`config.mk`:
```
export PLATFORM = sky130hd
export DESIGN_NAME = color_scan_engine
export DESIGN_NICKNAME = d
export VERILOG_FILES = /design/src/rtl/color_scan_engine.sv
export SDC_FILE = /design/constraint.sdc
export NUM_CORES = 1
export LEC_CHECK = 0
export ABC_CLOCK_PERIOD_IN_PS = 13900
export CAP_MARGIN = 20
export CORE_ASPECT_RATIO = 2
export CORE_MARGIN = 2
export CORE_UTILIZATION = 52
export CTS_CLUSTER_SIZE = 12
export DETAILED_ROUTE_END_ITERATION = 8
export PLACE_DENSITY = 0.69
export SKIP_CTS_REPAIR_TIMING = 1
export SYNTH_ARGS = -nofsm -noshare
export SYNTH_HDL_FRONTEND = slang
export SYNTH_SLANG_ARGS = --single-unit
```
`constraint.sdc`:
```
create_clock -name clk -period 13.9 [get_ports clk]
set_clock_uncertainty 0.15 [all_clocks]
set_input_delay 2.085 -clock clk [delete_from_list [all_inputs] [get_ports clk]]
set_output_delay 2.085 -clock clk [all_outputs]
set_load 0.03 [all_outputs]
```
`src/rtl/color_scan_engine.sv`:
```
`default_nettype none
// ============================================================================
// Module   : color_scan_engine
// Brief    : Sequences NUM_SENSORS colour sensors on a shared frequency line,
//            measures R/G/B/C per sensor, classifies to RGBY and streams results.
// Revision : 1.0  initial release
// ============================================================================
module color_scan_engine #(
   parameter int NUM_SENSORS   = 4,
   parameter int SEL_W         = 2,
   parameter int COUNT_W       = 12,
   parameter int GATE_CYCLES   = 1000,
   parameter int SETTLE_CYCLES = 50,
   parameter int YEL_SHIFT     = 2,
   parameter int MIN_CLEAR     = 16
) (
   input  logic                   clk,
   input  logic                   rst_n,
   input  logic                   i_start,
   input  logic                   i_freq_in,
   output logic [NUM_SENSORS-1:0] o_sensor_sel,
   output logic [1:0]             o_color_sel,
   output logic                   o_out_valid,
   input  logic                   i_out_ready,
   output logic [1:0]             o_out_color,
   output logic [SEL_W-1:0]       o_out_index,
   output logic                   o_out_dark,
   output logic                   o_busy,
   output logic                   o_done
);

   localparam int TMR_MAX = (GATE_CYCLES > SETTLE_CYCLES) ? GATE_CYCLES : SETTLE_CYCLES;
   localparam int TMR_W   = $clog2(TMR_MAX + 1);

   localparam logic [TMR_W-1:0]   c_GATE_LAST   = TMR_W'(GATE_CYCLES - 1);
   localparam logic [TMR_W-1:0]   c_SETTLE_LAST = TMR_W'(SETTLE_CYCLES - 1);
   localparam logic [COUNT_W-1:0] c_CNT_MAX     = '1;
   localparam logic [COUNT_W-1:0] c_MIN_CLEAR   = COUNT_W'(MIN_CLEAR);
   localparam logic [SEL_W-1:0]   c_LAST_IDX    = SEL_W'(NUM_SENSORS - 1);

   localparam logic [2:0] c_ST_IDLE     = 3'd0;
   localparam logic [2:0] c_ST_SETTLE   = 3'd1;
   localparam logic [2:0] c_ST_GATE     = 3'd2;
   localparam logic [2:0] c_ST_CLASSIFY = 3'd3;
   localparam logic [2:0] c_ST_EMIT     = 3'd4;

   // Filter slots in measurement order: 0=R 1=G 2=B 3=C
   localparam logic [1:0] c_F_CLEAR = 2'd3;

   logic [2:0]         r_state;
   logic [2:0]         w_state_nxt;
   logic [TMR_W-1:0]   r_tmr;
   logic [1:0]         r_filt;
   logic [SEL_W-1:0]   r_idx;
   logic [1:0]         r_sync;
   logic               r_prev;
   logic [COUNT_W-1:0] r_cnt;
   logic [COUNT_W-1:0] r_meas [4];
   logic [1:0]         r_color;
   logic [SEL_W-1:0]   r_out_index;
   logic               r_dark;
   logic               r_done;

   logic               w_rise;
   logic [COUNT_W-1:0] w_cnt_nxt;
   logic               w_settle_last;
   logic               w_gate_last;
   logic               w_accept;
   logic               w_last_sensor;
   logic [COUNT_W-1:0] w_r;
   logic [COUNT_W-1:0] w_g;
   logic [COUNT_W-1:0] w_b;
   logic [COUNT_W-1:0] w_rg_max;
   logic [COUNT_W-1:0] w_rg_diff;
   logic [1:0]         w_class;

   assign w_rise        = r_sync[1] & ~r_prev;
   assign w_cnt_nxt     = (w_rise && (r_cnt != c_CNT_MAX)) ? r_cnt + 1'b1 : r_cnt;
   assign w_settle_last = (r_tmr == c_SETTLE_LAST);
   assign w_gate_last   = (r_tmr == c_GATE_LAST);
   assign w_accept      = (r_state == c_ST_EMIT) && i_out_ready;
   assign w_last_sensor = (r_idx == c_LAST_IDX);

   assign w_r       = r_meas[0];
   assign w_g       = r_meas[1];
   assign w_b       = r_meas[2];
   assign w_rg_max  = (w_r > w_g) ? w_r : w_g;
   assign w_rg_diff = (w_r >= w_g) ? (w_r - w_g) : (w_g - w_r);

   // Yellow test first; otherwise the largest channel wins, ties favour red then green
   always_comb begin
      w_class = 2'd2;
      if ((w_r > w_b) && (w_g > w_b) && (w_rg_diff <= (w_rg_max >> YEL_SHIFT)))
         w_class = 2'd3;
      else if ((w_r >= w_g) && (w_r >= w_b))
         w_class = 2'd0;
      else if (w_g >= w_b)
         w_class = 2'd1;
   end

   always_ff @(posedge clk or negedge rst_n) begin
      if (!rst_n)
         r_state <= c_ST_IDLE;
      else
         r_state <= w_state_nxt;
   end

   always_comb begin
      w_state_nxt = r_state;
      case (r_state)
         c_ST_IDLE:     if (i_start && !r_done) w_state_nxt = c_ST_SETTLE;
         c_ST_SETTLE:   if (w_settle_last) w_state_nxt = c_ST_GATE;
         c_ST_GATE:     if (w_gate_last)
                           w_state_nxt = (r_filt == c_F_CLEAR) ? c_ST_CLASSIFY : c_ST_SETTLE;
         c_ST_CLASSIFY: w_state_nxt = c_ST_EMIT;
         c_ST_EMIT:     if (i_out_ready)
                           w_state_nxt = w_last_sensor ? c_ST_IDLE : c_ST_SETTLE;
         default:       w_state_nxt = c_ST_IDLE;
      endcase
   end

   always_comb begin
      o_busy       = (r_state != c_ST_IDLE);
      o_out_valid  = (r_state == c_ST_EMIT);
      o_sensor_sel = '0;
      o_color_sel  = 2'b00;
      if (r_state != c_ST_IDLE) begin
         o_sensor_sel = NUM_SENSORS'(1) << r_idx;
         case (r_filt)
            2'd0:    o_color_sel = 2'b00;
            2'd1:    o_color_sel = 2'b11;
            2'd2:    o_color_sel = 2'b01;
            default: o_color_sel = 2'b10;
         endcase
      end
   end

   always_ff @(posedge clk or negedge rst_n) begin
      if (!rst_n) begin
         r_tmr       <= '0;
         r_filt      <= '0;
         r_idx       <= '0;
         r_sync      <= '0;
         r_prev      <= 1'b0;
         r_cnt       <= '0;
         for (int k = 0; k < 4; k++) r_meas[k] <= '0;
         r_color     <= '0;
         r_out_index <= '0;
         r_dark      <= 1'b0;
         r_done      <= 1'b0;
      end else begin
         r_sync <= {r_sync[0], i_freq_in};
         r_prev <= r_sync[1];
         r_done <= w_accept && w_last_sensor;

         if ((w_state_nxt != r_state) || (r_state != c_ST_SETTLE && r_state != c_ST_GATE))
            r_tmr <= '0;
         else
            r_tmr <= r_tmr + 1'b1;

         case (r_state)
            c_ST_IDLE: begin
               if (i_start && !r_done) begin
                  r_idx  <= '0;
                  r_filt <= '0;
               end
            end
            c_ST_SETTLE: r_cnt <= '0;
            c_ST_GATE: begin
               r_cnt <= w_cnt_nxt;
               // Latch includes an edge seen on the final gate cycle
               if (w_gate_last) begin
                  r_meas[r_filt] <= w_cnt_nxt;
                  if (r_filt != c_F_CLEAR) r_filt <= r_filt + 1'b1;
               end
            end
            c_ST_CLASSIFY: begin
               r_color     <= w_class;
               r_out_index <= r_idx;
               r_dark      <= (r_meas[3] < c_MIN_CLEAR);
            end
            c_ST_EMIT: begin
               if (i_out_ready) begin
                  r_filt <= '0;
                  r_idx  <= w_last_sensor ? '0 : r_idx + 1'b1;
               end
            end
            default: ;
         endcase
      end
   end

   assign o_out_color = r_color;
   assign o_out_index = r_out_index;
   assign o_out_dark  = r_dark;
   assign o_done      = r_done;

endmodule
`default_nettype wire

```
Word-level counts from Yosys, hierarchy flattened:

Index checks and enable logic that the tools add are counted.

* output and inout bits: 14
* logic and storage cells: 103
* input bits: 5
* register bits: 86

* reduce and logical (&&, ||, !) cells: 20
* add/sub/neg operators: 6
* bitwise operators: 3
* shifts and indexed selects: 1
* mux-type cells: 29
* eq/ne operators: 19
* magnitude comparators: 10

Operators with widths (number)
* bitwise mux 48 bit: 1
* two-way mux 12 bit: 4
* greater-or-equal comparator 12 bit: 3
* greater-than comparator 12 bit: 3
* demux 12 bit (select 2 bit): 1
* one-hot mux 12 bit (2 select lines): 1
* subtractor 12 bit: 2
* two-way mux 2 bit: 11
* one-hot mux 3 bit (5 select lines): 1
* adder 12 x 1 -> 12 bit (second input constant): 1
* less-or-equal comparator 12 x 10 -> 1 bit: 1
* less-than comparator 12 x 5 -> 1 bit (second input constant): 1
* two-way mux 3 bit: 4
* inequality test 12 bit (second input constant): 1
* one-hot mux 2 bit (3 select lines): 2
* adder 10 x 1 -> 10 bit (second input constant): 1
* equality test 10 bit (second input constant): 1
* equality test 10 x 6 -> 1 bit (second input constant): 1
* two-way mux 10 bit: 1
* logical AND 1 bit: 9
* inequality test 2 bit (second input constant): 4
* equality test 2 bit (second input constant): 3
* equality test 3 x 2 -> 1 bit (second input constant): 2
* nonzero test 3 bit: 2
* 25 further kinds: 27

Longest topological paths before layout:

Gate-level depths: netlist of the first run.

* word-level depth: 7
* mapped depth: 21
* gate-level depth less buffers: 20

Least setup slack after synthesis of the first run:

No wires, ideal clock.

* path type: reg2reg
* start point: register r_meas, in the netlist w_r[0]
* end point: register r_color[0] (netlist: o_out_color[0])
* stages on the path, launching flop included: 21
* period minus slack after synthesis: 4.349 ns
* slack: 9.551 ns
* buffers on the path: 0
* data arrival time: 4.112 ns
* setup time: 0.087 ns
* required time: 13.663 ns
* cells stage by stage: dfrtp_1 -> inv_1 -> ha_1 -> inv_1 -> fa_1 -> a211oi_1 -> o211ai_1 -> a41oi_2 -> nand2_4 -> mux2i_1 -> a221o_1 -> a21oi_1 -> xnor2_1 -> ha_1 -> and3_1 -> nand3_1 -> a21oi_1 -> a2111oi_0 -> o21ai_0 -> or4_1 -> o211ai_1

* cells in the longest elaborated chain, start to end: 5
* elaborated cells between the ends (all ways): 14
* those cells by class: add/sub (2); order compare (5); mux (4); reduce/logical (3)

RTL lines
* start: declaration: line 58 `logic [COUNT_W-1:0] r_meas [4];`
* start signal: indexed assignment: line 173 `r_meas[r_filt] <= w_cnt_nxt;`
* subtractor 12 bit, or another cell as far along: line 88 `assign w_rg_diff = (w_r >= w_g) ? (w_r - w_g) : (w_g - w_r);`
* two-way mux 12 bit, on equally long branches: line 88, 87
* less-or-equal comparator 12 x 10 -> 1 bit: line 93 `if ((w_r > w_b) && (w_g > w_b) && (w_rg_diff <= (w_rg_max >> YEL_SHIFT)))`
* logical AND 1 bit: line 93
* two-way mux 2 bit *: line 93
* end signal: assignment: line 178 `r_color <= w_class;`
* end: declaration: line 59 `logic [1:0] r_color;`

Every way passes the cells marked *; elsewhere a longest branch is shown, timed or not.
A chain may end at the register's enable or synchronous reset.

Worst setup path in the final report of the first run:

Same ends and word-level chain as after synthesis.

==> flow_metrics.env, run 1 <==
export IMPL_status="finished clean"
export IMPL_die_h_um=154
export IMPL_dieArea_um2=12100
export IMPL_first_pass_iters=4
export IMPL_clockBufferDepth=2
export IMPL_worstPathRequired_ps=14000
export IMPL_min_delay_start="r_sync[0]$_DFF_PN0_"
export IMPL_cp_start_kind="flip-flop"
export IMPL_diodes=0
export IMPL_regArea_um2=2050
export IMPL_min_period_ps=5190
export IMPL_rsz0062_at_grt="false"
export IMPL_fin_util_pct=58.1
export IMPL_p_per_area_nw_per_um2=85.3
export IMPL_switchingPower_uw=134
export IMPL_synthCells=677
export IMPL_grt_pass1_wl_um=24200
export IMPL_pwr_share_comb_pct=9.0
export IMPL_synth_edf_count=0
export IMPL_row_count=54
export IMPL_cts_tree="yes"
export IMPL_ys_ff_latch=82
export IMPL_hold_viol=0
export IMPL_crit_fanout=15
export IMPL_cp_startpoint="w_r[0]$_DFFE_PN0P_"
export IMPL_grt_max_degree=83
export IMPL_rrSetupSlack_ps=8710
export IMPL_avgSynthCellArea_um2=8.60
export IMPL_slowest_stage="or4_1"
export IMPL_drc=0
export IMPL_routed_wl_um=15000
export IMPL_relSlewSlack_pct=45.2
export IMPL_drv_slew=0
export IMPL_gp_congestion=1.03
export IMPL_critPathCaptureType="flip-flop"
export IMPL_synth_area_um2=5820
export IMPL_ios=19
export IMPL_antenna_found_initial=0
export IMPL_floorplan_initialDensity_pct=53.2
export IMPL_avgRoutedWirePerCell_um=18.3
export IMPL_multiInputGateArea_um2=3450
export IMPL_tightest_slew_ps=820
export IMPL_clock_root_buffer="clkbuf_16"
export IMPL_dp_hpwl_um=11800
export IMPL_hold_path_class="flip-flop to flip-flop"
export IMPL_peakVddDrop_mv=0.104
export IMPL_track_usage_pct=25.9
export IMPL_fin_setup_tns_ps=0
export IMPL_critPathBufInv=2
export IMPL_synth_seq_area_share_pct=35.2
export IMPL_worstPathCellList="inv_1, ha_1, inv_1, fa_1, a211oi_1, o211ai_1, a41oi_2, nand2_4, mux2i_1, a221o_1, a21oi_1, xnor2_1, ha_1, and3_1, nand3_1, a21oi_1, a2111oi_0, o21ai_0, or4_1, o211ai_1"
export IMPL_num_vias=4934
export IMPL_clock_latency_ps=330
export IMPL_r2r_start="w_r[0]$_DFFE_PN0P_"
export IMPL_crit_family="compound AO/OA/AOI/OAI gates"
export IMPL_viasPerCell=6.02
export IMPL_crit_arrival_ps=5290
export IMPL_clk_pin_slew_ps=60
export IMPL_period_share_pct=37.3
export IMPL_path_class="flip-flop to flip-flop"
export IMPL_power_frac_seq_pct=47.8
export IMPL_nets=752
export IMPL_antenna_left=0
export IMPL_drive_gt1_share_pct=3.98
export IMPL_power_share_clock_pct=43.3
export IMPL_first_iter_violations=244
export IMPL_area_growth_syn_to_layout_pct=9.22
export IMPL_max_freq_mhz=193
export IMPL_syn_nets=753
export IMPL_setup_viol=0
export IMPL_grt_pass1_vias=4956
export IMPL_p_int_uw=409
export IMPL_timing_hold_ws_ps=209
export IMPL_cp_slowest_stage_delay_ps=520
export IMPL_p_leak_nw=2.84
export IMPL_cts_buffers=9
export IMPL_ys_flop_type="dfrtp_1"
export IMPL_coreArea_um2=10900
export IMPL_io_buffers=18
export IMPL_synth_distinct_cells=58
export IMPL_synth_async_reset_ratio_pct=100
export IMPL_p_sw_share_pct=24.6
export IMPL_cts_sinks=82
export IMPL_htree_num_levels=3
export IMPL_maxCapViolCount=0
export IMPL_fp_dieW_um=78.8
export IMPL_ys_warn_count=0
export IMPL_grt_overflow=0
export IMPL_fill_cells=1026
[final cells by class]
cell class	instances	area share (%)
repair buffers	20	3.34
flip-flops and latches	82	32.3
well taps	140	2.75
clock inverters	4	0.846
multi-input cells	517	54.3
inverters	46	2.71
clock buffers	10	3.76
[cells by family after synthesis]
kind of cell | Yosys count | synth area share (%)
compound gates | 190 | 19.5
xor+xnor | 30 | 4.51
fa+ha+maj | 71 | 15.5
buf+inv | 78 | 5.44
flops | 82 | 35.2
mux | 8 | 1.42
simple gates | 218 | 18.4
[flip-flops by register name (all words and copies together), names as in the netlist]
| signal | count |
|---|---|
| w_r | 12 |
| o_done | 1 |
| w_g | 12 |
| o_out_index | 2 |
| r_sync | 2 |
| r_cnt | 12 |
| r_meas | 8 |
| o_out_color | 2 |
| r_state | 3 |
| r_tmr | 10 |
| w_b | 12 |
| o_out_dark | 1 |
| r_filt | 2 |
| r_idx | 2 |
| r_prev | 1 |
[metrics by stage]
| stage | cells | power [mW] | area [um^2] | setup WS [ps] |
|---|---|---|---|---|
| floorplan | 677 | 0.293 | 5820 | 9550 |
| global placement | 804 | 0.309 | 6040 | 9040 |
| detailed placement | 804 | 0.312 | 6040 | 8830 |
| CTS | 818 | 0.544 | 6330 | 8810 |
| global route | 819 | 0.562 | 6360 | 8410 |
| finish | 819 | 0.543 | 6360 | 8710 |
[power by group through the flow]
stage / Combinational (mW) / Sequential (mW) / Clock [mW]
after global routing: 0.0548 / 0.261 / 0.247
after global placement: 0.0464 / 0.263 / 0
final: 0.0487 / 0.259 / 0.235
after CTS: 0.0486 / 0.259 / 0.236
after floorplan: 0.0331 / 0.259 / 0
after detailed placement: 0.0482 / 0.264 / 0
[metal layers]
layer	up-vias	GRT usage [%]	part of all wire, %	wire length [um]
li1	2378	-	-	-
met3	51	2.46	2.1	319
met5	-	0	0	0
met4	0	16.0	5.8	869
met1	2387	24.7	34	5090
met2	118	50.8	58	8730
[worst paths after layout]
kind / to / depth (start not counted)
worst max-delay path: o_out_color[0]$_DFFE_PN0N_ / 20
worst min-delay path: r_sync[1]$_DFF_PN0_ / 0
worst max register to register: o_out_color[0]$_DFFE_PN0N_ / 20
worst min register to register: r_sync[1]$_DFF_PN0_ / 0
max in group asynchronous: r_tmr[9]$_DFF_PN0_ / 2
min in group asynchronous: r_cnt[8]$_DFFE_PN0P_ / 1
[cell usage in the layout (no fill, tap or decap), types with 2 or more instances in the layout]
master / instances
buf_4: 2
and2_1: 4
or2_2: 3
nor2b_1: 12
fa_1: 2
a21o_1: 14
xnor2_1: 15
o21a_1: 4
nand2_1: 84
dfrtp_1: 82
clkbuf_16: 9
or4_1: 3
o21ai_1: 28
a31oi_1: 3
o21ai_0: 58
nor4_1: 4
nor3_1: 16
nand4b_1: 2
nand4_1: 8
a211oi_1: 7
inv_1: 46
xor2_1: 15
o211ai_1: 11
and3_1: 11
or3_1: 5
clkinvlp_4: 2
mux2i_1: 6
nand3_1: 15
o41ai_1: 2
a22oi_1: 3
nand2b_1: 4
nand3b_1: 3
and4_1: 3
o31ai_1: 3
a21oi_1: 44
clkdlybuf4s50_1: 17
ha_1: 69
mux2_2: 2
nor2_1: 36
[Yosys cell counts (12+ instances only)]
cell	count	area, um^2
a21o_1	14	105
a21oi_1	44	220
clkbuf_1	18	67.6
dfrtp_1	82	2050
ha_1	69	863
inv_1	46	173
nand2_1	84	315
nand3_1	15	75.1
nor2_1	36	135
nor2b_1	12	75.1
nor3_1	16	80.1
o21ai_0	58	290
o21ai_1	28	140
xnor2_1	15	131
xor2_1	15	131
No activity file was read; power rests on OpenSTA's default activity.
==> inputs of run 2 (changes only) <==
Settings changed: ABC_CLOCK_PERIOD_IN_PS 13900 to 5000.
Clock period 13.9 ns to 5 ns, I/O delays scaled along.
==> flow_metrics.env, run 2 (synthesized netlist as in run 1, its figures left out) <==
export IMPL_period_share_pct=94.3
export IMPL_viasPerCell=5.91
export IMPL_hold_path_class="input port to async pin"
export IMPL_critPathBufInv=2
export IMPL_crit_fanout=9
export IMPL_first_iter_violations=143
export IMPL_antenna_left=0
export IMPL_cts_buffers=9
export IMPL_cp_slowest_stage_delay_ps=670
export IMPL_drc=0
export IMPL_cts_sinks=82
export IMPL_total_power_mw=1.49
export IMPL_max_freq_mhz=212
export IMPL_nets=763
export IMPL_avgRoutedWirePerCell_um=18.3
export IMPL_relSlewSlack_pct=44.8
export IMPL_coreArea_um2=10900
export IMPL_dieArea_um2=12100
export IMPL_worstPathRequired_ps=5110
export IMPL_antenna_found_initial=0
export IMPL_maxCapViolCount=0
export IMPL_drv_slew=0
export IMPL_status="finished clean"
export IMPL_fp_dieW_um=78.8
export IMPL_routed_wl_um=15200
export IMPL_drive_gt1_share_pct=5.79
export IMPL_setup_slack_ps=283
export IMPL_pre_cts_ws_ps=222
export IMPL_dpl_cell_area_um2=6130
export IMPL_fin_area_um2=6450
export IMPL_cp_start_kind="flip-flop"
export IMPL_setup_viol=0
export IMPL_clockBufferDepth=2
export IMPL_first_pass_iters=4
export IMPL_ios=19
export IMPL_path_class="flip-flop to flip-flop"
export IMPL_crit_arrival_ps=4820
export IMPL_tightest_slew_ps=826
export IMPL_fill_cells=999
export IMPL_fin_setup_tns_ps=0
export IMPL_dp_hpwl_um=12100
export IMPL_grt_overflow=0
export IMPL_cts_tree="yes"
export IMPL_num_vias=4915
export IMPL_diodes=0
export IMPL_final_cell_mix="84 x nand2_1, 82 x dfrtp_1, 68 x ha_1"
export IMPL_grt_pass1_wl_um=24900
export IMPL_worstPathCellList="inv_1, ha_1, inv_1, or4_1, nand2_4, mux2i_1, a221o_1, a21oi_1, xnor2_1, ha_1, and3_1, nand3_1, a21oi_1, a2111oi_1, o21ai_0, or4_1, o211ai_1"
export IMPL_clk_pin_slew_ps=60
export IMPL_slowest_stage="or4_1"
export IMPL_die_h_um=154
export IMPL_io_buffers=18
export IMPL_track_usage_pct=26.6
export IMPL_crit_family="simple AND/OR/NAND/NOR gates"
export IMPL_grt_max_degree=83
export IMPL_p_per_area_nw_per_um2=231
export IMPL_hold_viol=0
export IMPL_htree_num_levels=3
export IMPL_area_growth_syn_to_layout_pct=10.8
export IMPL_p_leak_nw=2.89
export IMPL_grt_pass1_vias=5166
export IMPL_clock_latency_ps=340
export IMPL_row_count=54
export IMPL_critPathCaptureType="flip-flop"
export IMPL_clock_root_buffer="clkbuf_16"
export IMPL_gp_congestion=0.974
export IMPL_min_period_ps=4720
export IMPL_final_common_cell="nand2_1"
export IMPL_floorplan_initialDensity_pct=53.2
export IMPL_peakVddDrop_mv=0.304
==> run 2: changes by cell type in the layout (fill, tap and decap cells not counted) <==
cell / delta
fa_1: -1
clkbuf_8: -1
buf_4: +10
clkinvlp_4: -1
ha_1: -1
a2111oi_0: -1
a2111oi_1: +1
ha_2: +1
fa_2: +1
buf_12: +1
clkinv_2: +2
clkbuf_1: +1
==> run 2: metrics by stage <==
stage	instances	utilization, %	hold slack (ps)
finish	831	59.0	83.1
floorplan	677	-	181
global route	831	59.0	83.6
detailed placement	815	56.0	188
CTS	830	58.7	201
global placement	815	56.0	183
==> run 2: metal layers <==
| layer | track usage [%] | wire length (um) |
|---|---|---|
| met1 | 24.8 | 5170 |
| met2 | 51.0 | 8570 |
| met3 | 3.40 | 336 |
| met4 | 19.0 | 1160 |
| met5 | 0 | 0 |
==> run 2: final timing paths <==
path	start	end	slack, ps	cells after the start
max	w_g[2]$_DFFE_PN0P_	o_out_color[0]$_DFFE_PN0N_	280	17
min	rst_n	w_r[8]$_DFFE_PN0P_	80	1
max reg2reg	w_g[2]$_DFFE_PN0P_	o_out_color[0]$_DFFE_PN0N_	280	17
min reg2reg	r_sync[0]$_DFF_PN0_	r_sync[1]$_DFF_PN0_	200	0
max in group asynchronous	rst_n	r_tmr[4]$_DFF_PN0_	4030	2
min in group clk	r_sync[0]$_DFF_PN0_	r_sync[1]$_DFF_PN0_	200	0
==> run 2: area by class of cell <==
type / instances / area [um^2] / area share, %
multi-input combinational: 517 / 3460 / 53.6
timing repair buffer: 31 / 308 / 4.77
clock buffer: 10 / 229 / 3.55
sequential: 82 / 2050 / 31.8
clock inverter: 5 / 56.3 / 0.872
tap: 140 / 175 / 2.71
inverter: 46 / 173 / 2.68
==> run 2: power breakdown <==
| part | switching [mW] | total, mW | internal (mW) |
|---|---|---|---|
| registers | 0.0325 | 0.721 | 0.688 |
| logic | 0.0799 | 0.133 | 0.0529 |
| clock network | 0.255 | 0.638 | 0.383 |
